$ cat config.mk
export PLATFORM = sky130hd
export DESIGN_NAME = axrm_pipe_flat
export DESIGN_NICKNAME = d
export VERILOG_FILES = /design/src/rtl/axrm_pkg.sv /design/src/rtl/axrm_pipe_if.sv /design/src/rtl/axrm_pp2.sv /design/src/rtl/axrm_pipe.sv /design/src/flat_wrapper.sv
export SDC_FILE = /design/constraint.sdc
export NUM_CORES = 1
export LEC_CHECK = 0
export BUFFER_PORTS_ARGS = -buffer_cell sky130_fd_sc_hd__buf_4
export CAP_MARGIN = 20
export CORE_MARGIN = 1
export CORE_UTILIZATION = 35
export CTS_BUF_LIST = sky130_fd_sc_hd__clkbuf_4
export CTS_CLUSTER_DIAMETER = 60
export DETAILED_ROUTE_END_ITERATION = 8
export PLACE_DENSITY_LB_ADDON = 0.2
export SETUP_SLACK_MARGIN = 0.1
export SYNTH_ARGS = -nofsm -noshare
export SYNTH_HDL_FRONTEND = slang
export SYNTH_SLANG_ARGS = --single-unit
export TNS_END_PERCENT = 5
$ cat constraint.sdc
create_clock -name clk -period 13.4 [get_ports clk]
set_clock_uncertainty 0.05 [all_clocks]
set_input_delay 3.35 -clock clk [delete_from_list [all_inputs] [get_ports clk]]
set_output_delay 3.35 -clock clk [all_outputs]
set_load 0.02 [all_outputs]
$ cat src/rtl/axrm_pkg.sv
// Shared constants and the approximate 2x2 product used by every partial-product cell.
package axrm_pkg;

  // Number of register stages between operand acceptance and result.
  localparam int unsigned AXRM_LAT = 3;

  // Operand group width and the width of one group product.
  localparam int unsigned GRP_W = 2;
  localparam int unsigned PP_W  = 2 * GRP_W;

  // Exact 2x2 product except 3x3, which collapses to 7 so the result fits in three bits.
  function automatic logic [PP_W-1:0] approx_mul2(input logic [GRP_W-1:0] x,
                                                  input logic [GRP_W-1:0] y);
    logic [PP_W-1:0] p;
    p = PP_W'(x) * PP_W'(y);
    if ((x == '1) && (y == '1)) begin
      p = PP_W'(7);
    end
    return p;
  endfunction

endpackage

$ cat src/rtl/axrm_pipe_if.sv
// Operand/result stream bundle for the approximate multiplier pipeline.
interface axrm_pipe_if #(
  parameter int unsigned W  = 8,
  parameter int unsigned TW = $clog2(2 * (W / 2))
);
  logic              in_valid;
  logic              in_ready;
  logic [W-1:0]      a;
  logic [W-1:0]      b;
  logic              approx_en;
  logic [TW-1:0]     thresh;
  logic              out_valid;
  logic              out_ready;
  logic [2*W-1:0]    result;
  logic              approx_hit;

  // Producer/consumer side of the pipeline.
  modport master (
    output in_valid, a, b, approx_en, thresh, out_ready,
    input  in_ready, out_valid, result, approx_hit
  );

  // The pipeline itself.
  modport slave (
    input  in_valid, a, b, approx_en, thresh, out_ready,
    output in_ready, out_valid, result, approx_hit
  );
endinterface

$ cat src/rtl/axrm_pp2.sv
// One 2x2 partial-product cell with selectable approximation.
module axrm_pp2
  import axrm_pkg::*;
(
  input  logic [GRP_W-1:0] a,
  input  logic [GRP_W-1:0] b,
  input  logic             approx,
  output logic [PP_W-1:0]  prod,
  output logic             hit
);

  // Pick exact or approximate product; flag when approximation changed the value.
  always_comb begin
    prod = PP_W'(a) * PP_W'(b);
    hit  = 1'b0;
    if (approx) begin
      prod = approx_mul2(a, b);
      hit  = (a == '1) && (b == '1);
    end
  end

endmodule

$ cat src/rtl/axrm_pipe.sv
// Three-stage approximate unsigned multiplier with a global-stall stream handshake.
module axrm_pipe
  import axrm_pkg::*;
#(
  parameter int unsigned W  = 8,
  parameter int unsigned TW = $clog2(2 * (W / 2)),
  parameter int unsigned CW = 16
) (
  input  logic          clk,
  input  logic          rst_n,
  axrm_pipe_if.slave    bus,
  input  logic          hit_clr,
  output logic [CW-1:0] hit_cnt
);

  localparam int N  = int'(W) / 2;
  localparam int NN = N * N;
  localparam int RW = 2 * int'(W);

  logic adv;
  logic fire;

  // Whole pipe moves together; it only freezes when a result is waiting.
  assign adv          = !bus.out_valid || bus.out_ready;
  assign bus.in_ready = adv;
  assign fire         = bus.out_valid && bus.out_ready;

  // S1: operands and config captured together so config travels with the beat.
  logic          s1_valid;
  logic [W-1:0]  s1_a;
  logic [W-1:0]  s1_b;
  logic          s1_en;
  logic [TW-1:0] s1_thresh;

  // Stage 1 register.
  always_ff @(posedge clk or negedge rst_n) begin
    if (!rst_n) begin
      s1_valid  <= 1'b0;
      s1_a      <= '0;
      s1_b      <= '0;
      s1_en     <= 1'b0;
      s1_thresh <= '0;
    end else if (adv) begin
      s1_valid  <= bus.in_valid;
      s1_a      <= bus.a;
      s1_b      <= bus.b;
      s1_en     <= bus.approx_en;
      s1_thresh <= bus.thresh;
    end
  end

  // Partial-product array; cell (i,j) carries weight 4^(i+j).
  logic [NN-1:0][PP_W-1:0] pp;
  logic [NN-1:0]           pp_hit;

  for (genvar gi = 0; gi < N; gi++) begin : g_row
    for (genvar gj = 0; gj < N; gj++) begin : g_col
      logic sel;
      // Low-weight cells are approximated when their weight index is below thresh.
      assign sel = s1_en && ((gi + gj) < int'(s1_thresh));
      axrm_pp2 u_pp2 (
        .a      (s1_a[GRP_W*gi +: GRP_W]),
        .b      (s1_b[GRP_W*gj +: GRP_W]),
        .approx (sel),
        .prod   (pp[gi*N+gj]),
        .hit    (pp_hit[gi*N+gj])
      );
    end
  end

  // S2: partial products.
  logic                    s2_valid;
  logic [NN-1:0][PP_W-1:0] s2_pp;
  logic [NN-1:0]           s2_hit;

  // Stage 2 register.
  always_ff @(posedge clk or negedge rst_n) begin
    if (!rst_n) begin
      s2_valid <= 1'b0;
      s2_pp    <= '0;
      s2_hit   <= '0;
    end else if (adv) begin
      s2_valid <= s1_valid;
      s2_pp    <= pp;
      s2_hit   <= pp_hit;
    end
  end

  logic [RW-1:0] sum_d;
  logic          hit_d;

  // Weighted reduction of the partial products at full 2W precision.
  always_comb begin
    sum_d = '0;
    for (int i = 0; i < N; i++) begin
      for (int j = 0; j < N; j++) begin
        sum_d = sum_d + (RW'(s2_pp[i*N+j]) << (2 * (i + j)));
      end
    end
    hit_d = |s2_hit;
  end

  // Stage 3 register drives the result beat.
  always_ff @(posedge clk or negedge rst_n) begin
    if (!rst_n) begin
      bus.out_valid  <= 1'b0;
      bus.result     <= '0;
      bus.approx_hit <= 1'b0;
    end else if (adv) begin
      bus.out_valid  <= s2_valid;
      bus.result     <= sum_d;
      bus.approx_hit <= hit_d;
    end
  end

  // Saturating count of delivered approximate beats; clear wins over increment.
  always_ff @(posedge clk or negedge rst_n) begin
    if (!rst_n) begin
      hit_cnt <= '0;
    end else if (hit_clr) begin
      hit_cnt <= '0;
    end else if (fire && bus.approx_hit && (hit_cnt != '1)) begin
      hit_cnt <= hit_cnt + 1'b1;
    end
  end

endmodule

$ cat src/flat_wrapper.sv
// flat-port wrapper written by rule: the top's interface ports become plain ports
module axrm_pipe_flat import axrm_pkg::*;
#(
  parameter int unsigned W  = 8,
  parameter int unsigned TW = $clog2(2 * (W / 2)),
  parameter int unsigned CW = 16
)
  (clk, rst_n, hit_clr, hit_cnt, bus_in_valid, bus_a, bus_b, bus_approx_en, bus_thresh, bus_out_ready, bus_in_ready, bus_out_valid, bus_result, bus_approx_hit);
  axrm_pipe_if #(.W(W), .TW(TW)) bus_i ();
  input  logic clk;
  input  logic rst_n;
  input  logic hit_clr;
  output logic [CW-1:0] hit_cnt;
  input wire logic [$bits(bus_i.in_valid)-1:0] bus_in_valid;
  input wire logic [$bits(bus_i.a)-1:0] bus_a;
  input wire logic [$bits(bus_i.b)-1:0] bus_b;
  input wire logic [$bits(bus_i.approx_en)-1:0] bus_approx_en;
  input wire logic [$bits(bus_i.thresh)-1:0] bus_thresh;
  input wire logic [$bits(bus_i.out_ready)-1:0] bus_out_ready;
  output wire logic [$bits(bus_i.in_ready)-1:0] bus_in_ready;
  output wire logic [$bits(bus_i.out_valid)-1:0] bus_out_valid;
  output wire logic [$bits(bus_i.result)-1:0] bus_result;
  output wire logic [$bits(bus_i.approx_hit)-1:0] bus_approx_hit;
  assign bus_i.in_valid = bus_in_valid;
  assign bus_i.a = bus_a;
  assign bus_i.b = bus_b;
  assign bus_i.approx_en = bus_approx_en;
  assign bus_i.thresh = bus_thresh;
  assign bus_i.out_ready = bus_out_ready;
  assign bus_in_ready = bus_i.in_ready;
  assign bus_out_valid = bus_i.out_valid;
  assign bus_result = bus_i.result;
  assign bus_approx_hit = bus_i.approx_hit;
  axrm_pipe #(.W(W), .TW(TW), .CW(CW)) u_core (.clk(clk), .rst_n(rst_n), .bus(bus_i), .hit_clr(hit_clr), .hit_cnt(hit_cnt));
endmodule
Word level (Yosys, flattened, before mapping) --
Cells that the tools add are included.
Storage, ports and cells: bits in registers 136, latch bits 0, RAM bits 0, bits in read-only memories 0, output and inout bits 35, word-level logic and storage cells 155, memories kept 0
Cells by class: add/sub/neg operators 16, $mul 16, div/mod/pow operators 0, order comparisons 7, eq/ne operators 9, shifts and indexed selects 0, mux-type cells 50, bitwise operators 0, reduce and logical (&&, ||, !) cells 30
Operators with widths (count):
- 2-to-1 mux 4 bit | 32
- adder 16 x 10 -> 16 bit | 4
- multiplier 2 x 2 -> 4 bit | 16
- adder 16 x 12 -> 16 bit | 3
- adder 16 x 8 -> 16 bit | 3
- adder 16 x 14 -> 16 bit | 2
- 2-to-1 mux 16 bit | 2
- logical AND 1 bit | 26
- adder 16 x 1 -> 16 bit (second input constant) | 1
- adder 16 bit | 1
- adder 16 x 6 -> 16 bit | 1
- equality test 2 bit (second input constant) | 8
- 2-to-1 mux 1 bit | 16
- != test 16 bit (second input constant) | 1
- OR reduction 16 bit | 1
- < comparator 3 bit (first input constant) | 3
- adder 4 x 6 -> 7 bit | 1
- < comparator 1 x 3 -> 1 bit (first input constant) | 2
- < comparator 2 x 3 -> 1 bit (first input constant) | 2
- nonzero test 2 bit | 1
- logical NOT 1 bit | 1
- logical OR 1 bit | 1

Longest topological paths before layout --
Gate-level depths: netlist of run 1.
depth after elaboration 15, mapped depth 18, gate-level depth less buffers 18

Modules after synthesis --
A second synthesis of run 1 with hierarchy kept.
Second synthesis, totals: cell total of the unflattened synthesis 931, area total of the unflattened synthesis 8426.8 um^2
By module, submodules not included:
- axrm_pipe | times used 1, cells each 739, area each 6905.4 um^2, seq. area each 3403.3 um^2
- axrm_pp2 | times used 16, cells each 12, area each 95.1 um^2, seq. area each 0.0 um^2

Worst setup path before layout of run 1 --
OpenSTA, ideal clock, no wires.
kind in2out, start point input port bus_out_ready, end point output port bus_in_ready, data arrival time 4200 ps, data required time 10000 ps, setup slack 5800 ps, cell stages on the path 5, buffers on the path 3, path through nor2b_1 -> clkbuf_1 -> inv_2 -> buf_2 -> buf_1
Between the ends: word-level cells in the longest chain between the ends 1
Ends and longest elaborated chain:
- start, declared | RTL line flat_wrapper.sv:19 | input wire logic [$bits(bus_i.out_ready)-1:0] bus_out_ready;
- logical OR 1 bit | RTL line axrm_pipe.sv:24 | assign adv = !bus.out_valid || bus.out_ready;
- end, declared | RTL line flat_wrapper.sv:20 | output wire logic [$bits(bus_i.in_ready)-1:0] bus_in_ready;
Every way passes these cells.

Worst setup path in the final report of run 1 --
Ends and elaborated chain as after synthesis.

==> results by group, run 1 <==
Power
  • Flop pwr share: 26.9%
  • Sw Share: 43.58%
  • Cell leakage power: 4.335 nW
  • Clock Power Share: 13.9%
  • Maximum vdd drop: 0.1910 mV
  • Comb pwr share: 59.3%
  • Switch Pwr: 1.080 mW
  • Power per cell area: 282.0 mW/mm^2
  • Cell internal pwr: 1.397 mW

Detailed routing
  • Drt first pass iters: 5
  • DRC Markers: 0
  • Via Count: 5445
  • Initial DRC Count: 245
  • Post-DR vias/cell: 4.973
  • Avg WL per Cell: 16.13 um
  • Routed WL: 17660 um
  • Final ANT Viol Nets: 0

Global routing
  • Largest net degree at the start of global routing: 96
  • Gr ovfl total: 0
  • Vias in the first global route: 5417
  • First-pass GRT wire length: 29060 um
  • Total GRT Usage: 17.07%
  • Initial antenna violation count: 1

Clocking
  • CTS Buffer Depth: 2
  • H-tree Lvls: 4
  • CTS clk-pin slew, worst paths: 0.12 ns
  • Clk sinks: 136
  • Clk_lat worst skew: 0.54 ns
  • TritonCTS Buffers: 17
  • Cells resized by post-CTS repair: 0
  • Cts-stage hold buffer count: 0
  • Post-CTS Setup Bufs: 0
  • CTS tree: built
  • Clock Tree Root: clkbuf_4

STA
  • Worst-Margin Slew: 0.9830 ns
  • Final min period: 8.048 ns
  • Hold Fails Final Rpt: 0
  • Final worst path period share: 60.06%
  • Final max-slew violation count: 0
  • Fmax achieved: 124.3 MHz
  • Hold Slack: 0.4236 ns
  • Rel. slew slack: 34.47%
  • RSZ-0062 raised after global routing: no
  • Final setup vio count: 0
  • Setup TNS: 0 ns
  • Fin worst setup slack: 5.352 ns

Worst setup path
  • Crit path cell chain: buf_4, nor2b_4, inv_4, buf_4
  • Critical R2R Launch: u_core.s2_pp[3]$_DFFE_PN0P_
  • Slowest stage delay, CP: 0.55 ns
  • Most used cell, CP: buf_4
  • Top delay family on crit path: buffers and inverters
  • CP Class: in -> out
  • Critical-path maximum fanout: 33
  • Critical Path Start: bus_out_ready
  • Critical path launch point type: input port
  • Worst path required time: 10.00 ns
  • R2R Path End: u_core.bus.result[14]$_DFFE_PN0P_
  • CP endpoint kind: output port
  • CP max stage cell: nor2b_4
  • CP Data Arrival Time: 4.65 ns
  • Setup slack, reg-to-reg: 8.66 ns
  • Buf/Inv on CP: 3
  • Worst Reg2Reg Path Length in Cells: 18

Synthesis
  • Mapped Nets: 885
  • Post-synth EDFFs: 0
  • Synth cell types: 44
  • Top cells by area, synth: dfrtp_1 (44%), ha_1 (11%), fa_1 (9.6%)
  • Async S/R FF share, synth: 100.0%
  • Synth top area share: 44.11%
  • Synth warn: 0
  • Yosys top cell by area: dfrtp_1
  • Post-Synthesis Cells: 757
  • Syn avg cell area: 10.19 sq um
  • Netlist Area Pre-Place: 0.007716 sq mm
  • Sequential share of the synthesized area: 44.11%
  • Most common flop cell mapped by yosys: dfrtp_1
  • FF+latch count, synth: 136

Final layout
  • Fin nets: 934
  • Leading cell type in the layout, fill and taps excluded: nand2_1
  • Commonest non-fill, non-tap cells in the layout: nand2_1 (152), dfrtp_1 (136), ha_1 (66)
  • Area Overhead vs Synth: 13.83%
  • Final cell count without fillers: 1095
  • Share of cells above drive strength 1: 12.45%

Job
  • Max-cap violations: 0

Die
  • CORE AREA: 0.02129 sq mm
  • Die height: 150.5 um
  • Ports: 60
  • Die area: 0.02264 sq mm
  • Rows: 53
  • Starting Density: 36.25%
  • Die width: 150.5 um

Worst hold path
  • Hold depth: 1
  • Hold path start: u_core.s2_valid$_DFFE_PN0P_
  • Hold Path Sink: u_core.bus.out_valid$_DFFE_PN0P_
  • Hold WC Path Type: reg -> reg

Placed design
  • Pre-CTS setup slack: 5.325 ns
  • Post-detailed-placement half-perimeter wirelength: 12140 um
  • Routability cong.: 0.7786
  • IO buf count: 59
  • DP Cell Count: 1062

Outcome
  • Status: complete, no violations
cell usage after synthesis (all sizes together), types with 2 or more instances:
cell,n
nand2,152
dfrtp,136
ha,66
and2,50
inv,45
fa,37
o22a,30
nor2,29
o21ai,29
nand3,26
clkbuf,24
o21a,18
a21oi,17
xnor2,14
o31ai,12
nor3,10
xor2,9
buf,8
nand4,8
nor4,5
a21o,4
and4,4
nand2b,4
and3,3
o211ai,3
a211oi,2
a31o,2
or3,2
how the worst max path moves through the flow:
stage | cells after the start | endpoint
6_report | 4 | bus_in_ready
5_1_grt | 4 | bus_in_ready
4_1_cts | 4 | bus_in_ready
3_5_place_dp | 4 | bus_in_ready
3_3_place_gp | 4 | bus_in_ready
2_1_floorplan | 5 | bus_in_ready
through the flow:
step,power (mW),instance area [sq um],utilization (%)
CTS,2.532,8781,41.25
global route,2.770,8783,41.26
finish,2.477,8783,41.26
global placement,2.153,8418,39.55
floorplan,1.801,7716,-
detailed placement,2.166,8418,39.55
layout make-up:
type / count / area, sq um
timing repair buffer: 62 / 469.2
tap: 275 / 344.1
multi-input combinational: 544 / 4030
clock inverter: 14 / 227.7
sequential: 136 / 3403
fill: 2114 / 12500
inverter: 45 / 171.4
antenna: 1 / 2.502
clock buffer: 18 / 135.1
cells by family after synthesis:
group | share of synthesized area [%]
AOI/OAI and AO/OA | 10.86
xor gates and xnor gates | 2.611
adders and majority gates | 20.30
buffers and inverters | 3.762
DFF | 44.11
and+or+nand+nor | 18.36
sequential cells by signal, indices dropped and copies added, names as in the netlist:
name,count
u_core.hit_cnt,16
u_core.s2_hit,16
u_core.s1_valid,1
u_core.s1_a,8
u_core.s2_valid,1
u_core.s1_thresh,3
u_core.bus.out_valid,1
u_core.s2_pp,64
u_core.s1_en,1
u_core.s1_b,8
u_core.bus.approx_hit,1
u_core.bus.result,16
routing by layer:
metal	part of all wire (%)	global-route usage [%]	vias to the layer above	wire length, um
li1	-	-	2673	-
met1	49	23.73	2659	8604
met2	46	26.38	93	8093
met3	3.8	3.394	20	676
met4	1.6	5.960	0	289
met5	0	0	-	0
power by group through the flow:
stage               Sequential (mW)  Combinational, mW  Clock, mW
finish                        0.665               1.47      0.343
global route                  0.684               1.71      0.375
CTS                           0.668               1.51      0.358
detailed placement            0.678               1.49          0
global placement              0.675               1.48          0
floorplan                     0.648               1.15          0
(Power assumes the default switching activity.)
==> run 2: changes to the inputs <==
- clock period: 13.4 -> 7.7 ns (I/O delays scaled with it)
==> results by group, run 2 (synthesis gave the netlist of run 1 again) <==
Global routing
  • Initial antenna violation count: 1 (unchanged)
  • Vias in the first global route: 5520 (+1.9%)
  • First-pass GRT wire length: 29930 um (+3.0%)
  • Total GRT Usage: 17.49% (+0.42 points)
  • Gr ovfl total: 0 (unchanged)
  • Largest net degree at the start of global routing: 93 (-3.1%)

STA
  • Final max-slew violation count: 0 (unchanged)
  • RSZ-0062 raised after global routing: no
  • Setup TNS: 0 ns (unchanged)
  • Final setup vio count: 0 (unchanged)
  • Worst-Margin Slew: 0.9560 ns (-0.02696 ns)
  • Rel. slew slack: 36.27% (+1.8 points)
  • Final worst path period share: 61.56%
  • Fmax achieved: 211.0 MHz
  • Hold Fails Final Rpt: 0 (unchanged)
  • Final min period: 4.740 ns

Detailed routing
  • Post-DR vias/cell: 4.974 (about the same)
  • Via Count: 5447 (+0.037%)
  • Avg WL per Cell: 16.46 um (+2.0%)
  • Drt first pass iters: 4 (-1)
  • Initial DRC Count: 281 (+15%)
  • DRC Markers: 0 (unchanged)
  • Routed WL: 18020 um (+2.0%)
  • Final ANT Viol Nets: 0 (unchanged)

Placed design
  • Cell Area, Placed: 0.008418 sq mm (unchanged)
  • Post-detailed-placement half-perimeter wirelength: 12480 um (+2.8%)
  • IO buf count: 59 (unchanged)
  • Routability cong.: 0.7697 (-1.1%)

Final layout
  • Area Overhead vs Synth: 12.97%
  • Leading cell type in the layout, fill and taps excluded: nand2_1
  • Commonest non-fill, non-tap cells in the layout: nand2_1 (152), dfrtp_1 (136), ha_1 (66)
  • Share of cells above drive strength 1: 12.58% (+0.12 points)
  • Max FFs per register: 64 (unchanged)
  • Largest Register: u_core.s2_pp
  • Design area: 0.008717 sq mm (-0.75%)
  • Fin nets: 934 (unchanged)

Worst setup path
  • Most used cell, CP: buf_4
  • Critical R2R Launch: u_core.s2_pp[2]$_DFFE_PN0P_
  • Worst path required time: 5.73 ns (-4.27 ns)
  • Slowest stage delay, CP: 0.42 ns (-0.13 ns)
  • CP max stage cell: inv_4
  • CP Class: in -> out
  • Critical Path Start: bus_out_ready
  • Crit path cell chain: buf_4, nor2b_4, inv_4, buf_4
  • CP Data Arrival Time: 2.76 ns (-1.89 ns)
  • CP endpoint kind: output port
  • Critical path launch point type: input port
  • Critical-path maximum fanout: 47 (+42%)

Job
  • Max-cap violations: 0 (unchanged)

Power
  • Cell leakage power: 4.300 nW (-0.81%)
  • Sw Share: 44.60% (+1.0 points)
  • Comb pwr share: 60.7% (+1.4 points)
  • Switch Pwr: 1.884 mW (+74%)
  • Cell internal pwr: 2.340 mW (+67%)
  • Flop pwr share: 27.4% (+0.5 points)
  • Power per cell area: 484.6 mW/mm^2 (+72%)
  • Maximum vdd drop: 0.4481 mV (+130%)
  • Clock Power Share: 11.9% (-2.0 points)

Die
  • Die area: 0.02264 sq mm (unchanged)
  • Die width: 150.5 um (unchanged)
  • Rows: 53 (unchanged)
  • Starting Density: 36.25% (unchanged)
  • CORE AREA: 0.02129 sq mm (unchanged)
  • Ports: 60 (unchanged)
  • Die height: 150.5 um (unchanged)

Worst hold path
  • Hold path start: u_core.s2_valid$_DFFE_PN0P_
  • Hold WC Path Type: reg -> reg

Clocking
  • Post-CTS Setup Bufs: 0 (unchanged)
  • Clock Tree Root: clkbuf_4
  • CTS tree: built
  • Cts-stage hold buffer count: 0 (unchanged)
  • CTS Buffer Depth: 2 (unchanged)
  • Clk sinks: 136 (unchanged)
  • CTS clk-pin slew, worst paths: 0.12 ns (about the same)
  • TritonCTS Buffers: 17 (unchanged)
  • H-tree Lvls: 4 (unchanged)
  • Cells resized by post-CTS repair: 0 (unchanged)
  • Clk_lat worst skew: 0.54 ns (about the same)

Outcome
  • Status: complete, no violations
==> run 2: changes by cell type in the layout (fill, tap and decap cells not counted) <==
| cell | before | now |
|---|---|---|
| bufinv_16 | 6 | 3 |
| clkinvlp_4 | 1 | 3 |
| clkbuf_4 | 18 | 19 |
| clkinv_1 | 2 | 1 |
| clkinv_2 | 3 | 4 |
==> run 2: worst max-delay path: cells and delay by family <==
| family | cells | cell delay [ns] |
|---|---|---|
| buf+inv | 3 | 0.78 |
| simple gates | 1 | 0.06 |
==> run 2: worst paths after layout <==
path                            cells after the start                                 to  slack [ns]
max in group asynchronous                           2       u_core.s2_pp[44]$_DFFE_PN0P_        5.14
worst max-delay path                                4                       bus_in_ready        2.96
min in group asynchronous                           1  u_core.bus.result[10]$_DFFE_PN0P_        1.35
worst min-delay path                                2        u_core.s2_valid$_DFFE_PN0P_        0.42
worst max register to register                     16  u_core.bus.result[14]$_DFFE_PN0P_        3.05
worst min register to register                      2        u_core.s2_valid$_DFFE_PN0P_        0.42
==> run 2: power by group through the flow <==
stage	Combinational (mW)	Sequential (mW)	Clock (mW)
2_1_floorplan	2.01	1.13	0
3_3_place_gp	2.59	1.18	0
3_5_place_dp	2.60	1.18	0
4_1_cts	2.63	1.16	0.528
5_1_grt	3.02	1.19	0.558
6_report	2.56	1.16	0.504
==> run 2: cell type report <==
| cell class | instances | area (sq um) |
|---|---|---|
| Clock inverter | 13 | 153.9 |
| Sequential cell | 136 | 3403 |
| Tap cell | 275 | 344.1 |
| Timing Repair Buffer | 62 | 469.2 |
| Multi-Input combinational cell | 544 | 4030 |
| Antenna cell | 1 | 2.502 |
| Clock buffer | 19 | 142.6 |
| Fill cell | 2086 | 12570 |
| Inverter | 45 | 171.4 |
==> run 2: metrics by stage <==
| stage | std cells | hold WS (ns) | util, % | power [mW] | worst slack, ns |
|---|---|---|---|---|---|
| final | 1095 | 0.4216 | 40.95 | 4.224 | 2.960 |
| after global routing | 1095 | 0.4627 | 40.95 | 4.766 | 2.742 |
| after CTS | 1094 | 0.4252 | 40.94 | 4.320 | 2.939 |
| after detailed placement | 1062 | 0.3985 | 39.55 | 3.782 | 2.938 |
| after global placement | 1062 | 0.3925 | 39.55 | 3.767 | 2.941 |
| after floorplan | 757 | 0.3800 | - | 3.135 | 2.950 |
==> run 2: routing by layer <==
metal  vias to the layer above  routed length [um]  GRT usage (%)
met4                         0                 205          3.939
met3                        12                 574          3.606
li1                       2663                   -              -
met5                         -                   0              0
met1                      2692                8848          24.62
met2                        80                8391          27.56
